### config.mk
export PLATFORM = sky130hd
export DESIGN_NAME = id_scoreboard
export DESIGN_NICKNAME = d
export VERILOG_FILES = /design/src/rtl/id_scoreboard_pkg.sv /design/src/rtl/id_sb_lookup.sv /design/src/rtl/id_scoreboard.sv
export SDC_FILE = /design/constraint.sdc
export NUM_CORES = 1
export LEC_CHECK = 0
export ABC_AREA = 1
export ABC_CLOCK_PERIOD_IN_PS = 2200
export BUFFER_PORTS_ARGS = -buffer_cell sky130_fd_sc_hd__buf_2
export CAP_MARGIN = 5
export CELL_PAD_IN_SITES_DETAIL_PLACEMENT = 1
export CELL_PAD_IN_SITES_GLOBAL_PLACEMENT = 1
export CORE_MARGIN = 4
export CORE_UTILIZATION = 45
export CTS_BUF_LIST = sky130_fd_sc_hd__clkbuf_2 sky130_fd_sc_hd__clkbuf_4 sky130_fd_sc_hd__clkbuf_8
export DETAILED_ROUTE_END_ITERATION = 8
export MAX_ROUTING_LAYER = met4
export PLACE_DENSITY = 0.82
export REMOVE_ABC_BUFFERS = 1
export SLEW_MARGIN = 20
export SYNTH_ARGS = -nofsm -noshare
export SYNTH_HDL_FRONTEND = slang
export SYNTH_SLANG_ARGS = --single-unit
export TNS_END_PERCENT = 20
### constraint.sdc
create_clock -name clk -period 2.2 [get_ports clk]
set_input_delay 0.22 -clock clk [delete_from_list [all_inputs] [get_ports clk]]
set_output_delay 0.22 -clock clk [all_outputs]
set_load 0.005 [all_outputs]
### src/rtl/id_scoreboard_pkg.sv
// Shared encodings and entry field widths for the ID-stage hazard/forwarding scoreboard.
package id_scoreboard_pkg;

  localparam int DEST_SRC_W = 2;

  typedef enum logic [DEST_SRC_W-1:0] {
    DEST_SRC_NONE = 2'd0,
    DEST_SRC_ALU  = 2'd1,
    DEST_SRC_MEM  = 2'd2
  } dest_src_e;

  localparam int FWD_SEL_RF = 0;

  localparam int SB_VALID_W   = 1;
  localparam int SB_IS_LOAD_W = 1;

  // Age counts 0..depth-1; keep at least one bit for a single-stage pipe.
  function automatic int sb_age_w(input int depth);
    return (depth > 1) ? $clog2(depth) : 1;
  endfunction

endpackage

### src/rtl/id_sb_lookup.sv
// Per-operand hazard and forward-select decode from one scoreboard entry.
module id_sb_lookup
  import id_scoreboard_pkg::*;
#(
  parameter int LOAD_LAT  = 1,
  parameter int ALU_LAT   = 0,
  parameter int AGE_W     = 2,
  parameter int FWD_SEL_W = 2
) (
  input  logic                 use_i,
  input  logic                 src_nz_i,
  input  logic                 valid_i,
  input  logic [AGE_W-1:0]     age_i,
  input  logic                 is_load_i,
  output logic                 hazard_o,
  output logic [FWD_SEL_W-1:0] fwd_sel_o
);

  logic live;
  int   age_int;
  int   lat;

  assign live    = use_i & src_nz_i & valid_i;
  assign age_int = int'(age_i);
  assign lat     = is_load_i ? LOAD_LAT : ALU_LAT;

  assign hazard_o  = live & (age_int < lat);
  assign fwd_sel_o = live ? (FWD_SEL_W'(age_i) + FWD_SEL_W'(1)) : FWD_SEL_W'(FWD_SEL_RF);

endmodule

### src/rtl/id_scoreboard.sv
// ID-stage scoreboard: tracks in-flight register writes by age and class, drives stall and forward selects.
// Defining ID_SCOREBOARD_PERF_EN adds the o_stall_cnt stall-cycle counter.
module id_scoreboard
  import id_scoreboard_pkg::*;
#(
  parameter int  NUM_REGS  = 32,
  parameter int  REG_IDX_W = 5,
  parameter int  DEPTH     = 3,
  parameter int  LOAD_LAT  = 1,
  parameter int  ALU_LAT   = 0,
  localparam int FWD_SEL_W = $clog2(DEPTH + 1)
) (
  input  logic                  clk,
  input  logic                  clr,
  input  logic                  i_hold,
  input  logic                  i_flush,
  input  logic                  i_issue_valid,
  input  logic [REG_IDX_W-1:0]  i_dest_reg,
  input  logic [DEST_SRC_W-1:0] i_dest_src,
  input  logic [REG_IDX_W-1:0]  i_src_a,
  input  logic [REG_IDX_W-1:0]  i_src_b,
  input  logic                  i_use_a,
  input  logic                  i_use_b,
  output logic                  o_stall,
  output logic                  o_issue,
  output logic [FWD_SEL_W-1:0]  o_fwd_sel_a,
  output logic [FWD_SEL_W-1:0]  o_fwd_sel_b
`ifdef ID_SCOREBOARD_PERF_EN
  ,
  output logic [31:0]           o_stall_cnt
`endif
);

  localparam int               AGE_W    = sb_age_w(DEPTH);
  localparam logic [AGE_W-1:0] AGE_LAST = AGE_W'(DEPTH - 1);

  logic [NUM_REGS-1:0] valid_q, valid_d;
  logic [NUM_REGS-1:0] load_q, load_d;
  logic [AGE_W-1:0]    age_q [NUM_REGS];
  logic [AGE_W-1:0]    age_d [NUM_REGS];
  logic                haz_a, haz_b;
  logic                wr_en;

  id_sb_lookup #(
    .LOAD_LAT (LOAD_LAT),
    .ALU_LAT  (ALU_LAT),
    .AGE_W    (AGE_W),
    .FWD_SEL_W(FWD_SEL_W)
  ) u_lookup_a (
    .use_i    (i_use_a),
    .src_nz_i (i_src_a != '0),
    .valid_i  (valid_q[i_src_a]),
    .age_i    (age_q[i_src_a]),
    .is_load_i(load_q[i_src_a]),
    .hazard_o (haz_a),
    .fwd_sel_o(o_fwd_sel_a)
  );

  id_sb_lookup #(
    .LOAD_LAT (LOAD_LAT),
    .ALU_LAT  (ALU_LAT),
    .AGE_W    (AGE_W),
    .FWD_SEL_W(FWD_SEL_W)
  ) u_lookup_b (
    .use_i    (i_use_b),
    .src_nz_i (i_src_b != '0),
    .valid_i  (valid_q[i_src_b]),
    .age_i    (age_q[i_src_b]),
    .is_load_i(load_q[i_src_b]),
    .hazard_o (haz_b),
    .fwd_sel_o(o_fwd_sel_b)
  );

  assign o_stall = haz_a | haz_b;
  assign o_issue = i_issue_valid & ~o_stall & ~i_flush & ~i_hold;
  assign wr_en   = o_issue & (i_dest_reg != '0) & (i_dest_src != DEST_SRC_NONE);

  // Hazards are judged on the old entries above, so a new write may replace its own source entry.
  always_comb begin
    valid_d = valid_q;
    load_d  = load_q;
    age_d   = age_q;
    if (!i_hold) begin
      for (int r = 1; r < NUM_REGS; r++) begin
        if (valid_q[r]) begin
          if (age_q[r] == AGE_LAST) valid_d[r] = 1'b0;
          else                      age_d[r]   = age_q[r] + AGE_W'(1);
        end
      end
      if (wr_en) begin
        valid_d[i_dest_reg] = 1'b1;
        age_d[i_dest_reg]   = '0;
        load_d[i_dest_reg]  = (i_dest_src == DEST_SRC_MEM);
      end
    end
    valid_d[0] = 1'b0;
  end

  always_ff @(posedge clk) begin
    if (clr) begin
      valid_q <= '0;
      load_q  <= '0;
      for (int r = 0; r < NUM_REGS; r++) age_q[r] <= '0;
    end else begin
      valid_q <= valid_d;
      load_q  <= load_d;
      age_q   <= age_d;
    end
  end

`ifdef ID_SCOREBOARD_PERF_EN
  logic [31:0] stall_cnt_q;

  always_ff @(posedge clk) begin
    if (clr) begin
      stall_cnt_q <= '0;
    end else if (o_stall & ~i_hold & i_issue_valid & ~(&stall_cnt_q)) begin
      stall_cnt_q <= stall_cnt_q + 32'd1;
    end
  end

  assign o_stall_cnt = stall_cnt_q;
`endif

endmodule

==> results.json <==
{
  "syn-instance-count": 1564,
  "syn_area_um2": 9560,
  "clockRootBuffer": "clkbuf_8",
  "path_max_fanout": 4,
  "final_common_cell": "nand2_1",
  "final_cell_area_um2": 11600,
  "yosysWarnings": 0,
  "first_global_vias": 11300,
  "fin_ws_ns": -0.229,
  "core_um2": 21000,
  "fmax_ghz": 0.412,
  "internal_power_w": 0.00369,
  "die_x_um": 154,
  "portBuffers": 29,
  "clock_path_buffers": 2,
  "drive_gt1_share_pct": 21.3,
  "fin_crit_sh_pct": 110,
  "clk_pin_slew_worst_paths_ns": 0.08,
  "synth-edff-count": 0,
  "start_util_pct": 45.6,
  "power.share.sequential_pct": 42.4,
  "cts_tree": "yes",
  "crit_type": "register to output port",
  "switchingPower_w": 0.00175,
  "syn_to_final_growth_pct": 21.1,
  "vias": 11200,
  "viasPerCell": 5.80,
  "clock_sinks": 127,
  "critPathRequiredTime_ns": 1.98,
  "ios": 30,
  "timing.slew.headroom_pct": 47.7,
  "syn_avg_cell_area_um2": 6.12,
  "setup_viol": 96,
  "dp_hpwl_um": 25600,
  "drt-pass1-iter-count": 5,
  "clkPwrFrac_pct": 39.6,
  "drt-total-wl_um": 36900,
  "core.rowCount": 53,
  "drt_iter0_markers": 902,
  "cts-htree-levels": 4,
  "power.share.combinational_pct": 18.0,
  "min_path_type": "input pin to register",
  "slew_violations": 0,
  "die_area_um2": 23600,
  "hold_viol": 0,
  "grt_pass1_wl_um": 58800,
  "synthTopCellsByArea": "dfxtp_1 27%, nand2_1 17%, nand3_1 9.1%",
  "min_delay_path_depth": 3,
  "async_reset_ff_share_pct": 0,
  "drv_cap": 0,
  "ys_types": 26,
  "whs_ns": 0.280,
  "clk_latency_ns": 0.47,
  "synth_top_area_cell": "dfxtp_1",
  "yosysSeqAreaShare_pct": 26.6,
  "drc_errors": 0,
  "p_sw_share_pct": 32.1,
  "start_kind": "register",
  "worst_clock_skew_ns": 0.0156,
  "synth_flop_cell": "dfxtp_1",
  "p_leak_nw": 4.69,
  "r2r_cells": 18,
  "violations": "setup timing",
  "routedWlPerCell_um": 19.1,
  "place.gp.congestion": 0.993,
  "layout.nets": 1727,
  "grt_overflow": 0,
  "rsz0062_at_grt": "true",
  "layout_common_cells": "425 x nand2_1, 170 x nor2_1, 144 x inv_1",
  "numCtsBuffers": 17,
  "antenna_left": 0,
  "die_y_um": 154,
  "outcome": "finished, violations left",
  "fin_crit_ns": 2.43,
  "p_per_area_nw_per_um2": 469,
  "peakVddDrop_v": 0.000405,
  "grt_max_degree": 97,
  "critPathCaptureType": "output port",
  "cp.arrival_ns": 2.21,
  "netlist.area_leader.share_pct": 26.6,
  "worst_pin_slew_ns": 0.784,
  "diodes": 0,
  "antenna_found_initial": 0,
  "dpl_cell_area_um2": 10700,
  "synth_seq_cells": 127,
  "grt_usage_pct": 31.3
}
==> registers in the layout (all words and copies together), names as in the netlist <==
name / cells
load_q: 32
age_q: 64
valid_q: 31
==> routing by layer <==
metal | vias up | wire length [µm] | GRT usage, %
li1 | 5265 | - | -
met1 | 5438 | 15500 | 38.8
met2 | 375 | 17800 | 52.4
met3 | 116 | 2090 | 4.42
met4 | 0 | 1500 | 10.7
met5 | - | 0 | -
==> cells in the mapped netlist (all sizes together), types with 17 or more instances <==
library cell	instances
a211oi	62
a21oi	106
a31oi	21
buf	54
clkbuf	41
dfxtp	127
ha	62
inv	179
nand2	437
nand3	190
nand4	22
nor2	179
o211ai	17
o21ai	58
==> area by class of cell <==
type | count | area, µm²
inverter | 179 | 674
timing repair buffer | 153 | 1390
sequential | 127 | 2610
multi-input combinational | 1163 | 6170
clock inverter | 13 | 139
fill | 2859 | 9370
clock buffer | 19 | 262
tap | 275 | 344
==> power by group through the flow <==
stage	sequential (W)	clock, W	combinational, W
floorplan	0.00236	0	0.000360
global placement	0.00236	0	0.000848
detailed placement	0.00236	0	0.000867
CTS	0.00231	0.00219	0.000903
global route	0.00231	0.00226	0.00105
finish	0.00231	0.00215	0.000981
==> through the flow <==
step	setup TNS [ns]	total power (W)	util (%)	worst slack, ns	std cells
2_1_floorplan	-175.55	0.00272	-	-1.61	1469
3_3_place_gp	-24.63	0.00321	50.9	-0.280	1884
3_5_place_dp	-34.10	0.00323	50.9	-0.369	1884
4_1_cts	-16.19	0.00540	53.8	-0.279	1923
5_1_grt	-24.15	0.00562	55.3	-0.342	1929
6_report	-10.30	0.00544	55.3	-0.229	1929
==> final timing paths <==
| check | from | endpoint | slack (ns) |
|---|---|---|---|
| max | age_q[10] | o_issue | -0.23 |
| min reg2reg | age_q[62] | age_q[62] | 0.45 |
| min | clr | valid_q[19] | 0.28 |
| max reg2reg | age_q[0] | age_q[47] | -0.20 |
==> cells by family after synthesis <==
family | share of synthesized area, %
buf+inv | 12.0
compound gates | 16.3
fa+ha+maj | 8.11
xor+xnor | 0.0916
flops | 26.6
simple gates | 36.9
==> worst max-delay path, cell delays in order (launching register included) <==
cell	delay, ns
dfxtp_2	0.33
inv_1	0.13
nand2_1	0.08
nand3_1	0.08
nand3_1	0.12
nand3_2	0.12
nand2_1	0.10
nand2_2	0.09
nand2_2	0.06
nor2_2	0.07
nand2_1	0.06
nand2_2	0.10
nor2_4	0.05
buf_12	0.13
buf_8	0.11
buf_6	0.11
==> repair_timing <==
item / 4_1_cts / 5_1_grt
setup endpoints to repair: 99 / 130
resized for setup: 54 / 112
pin swaps: 16 / 22
hold endpoints to repair: 0 / 0
hold buffers: 0 / 0
gates cloned: 1 / 1
buffers inserted: 7 / 5
No activity file was read; power rests on OpenSTA's default activity.
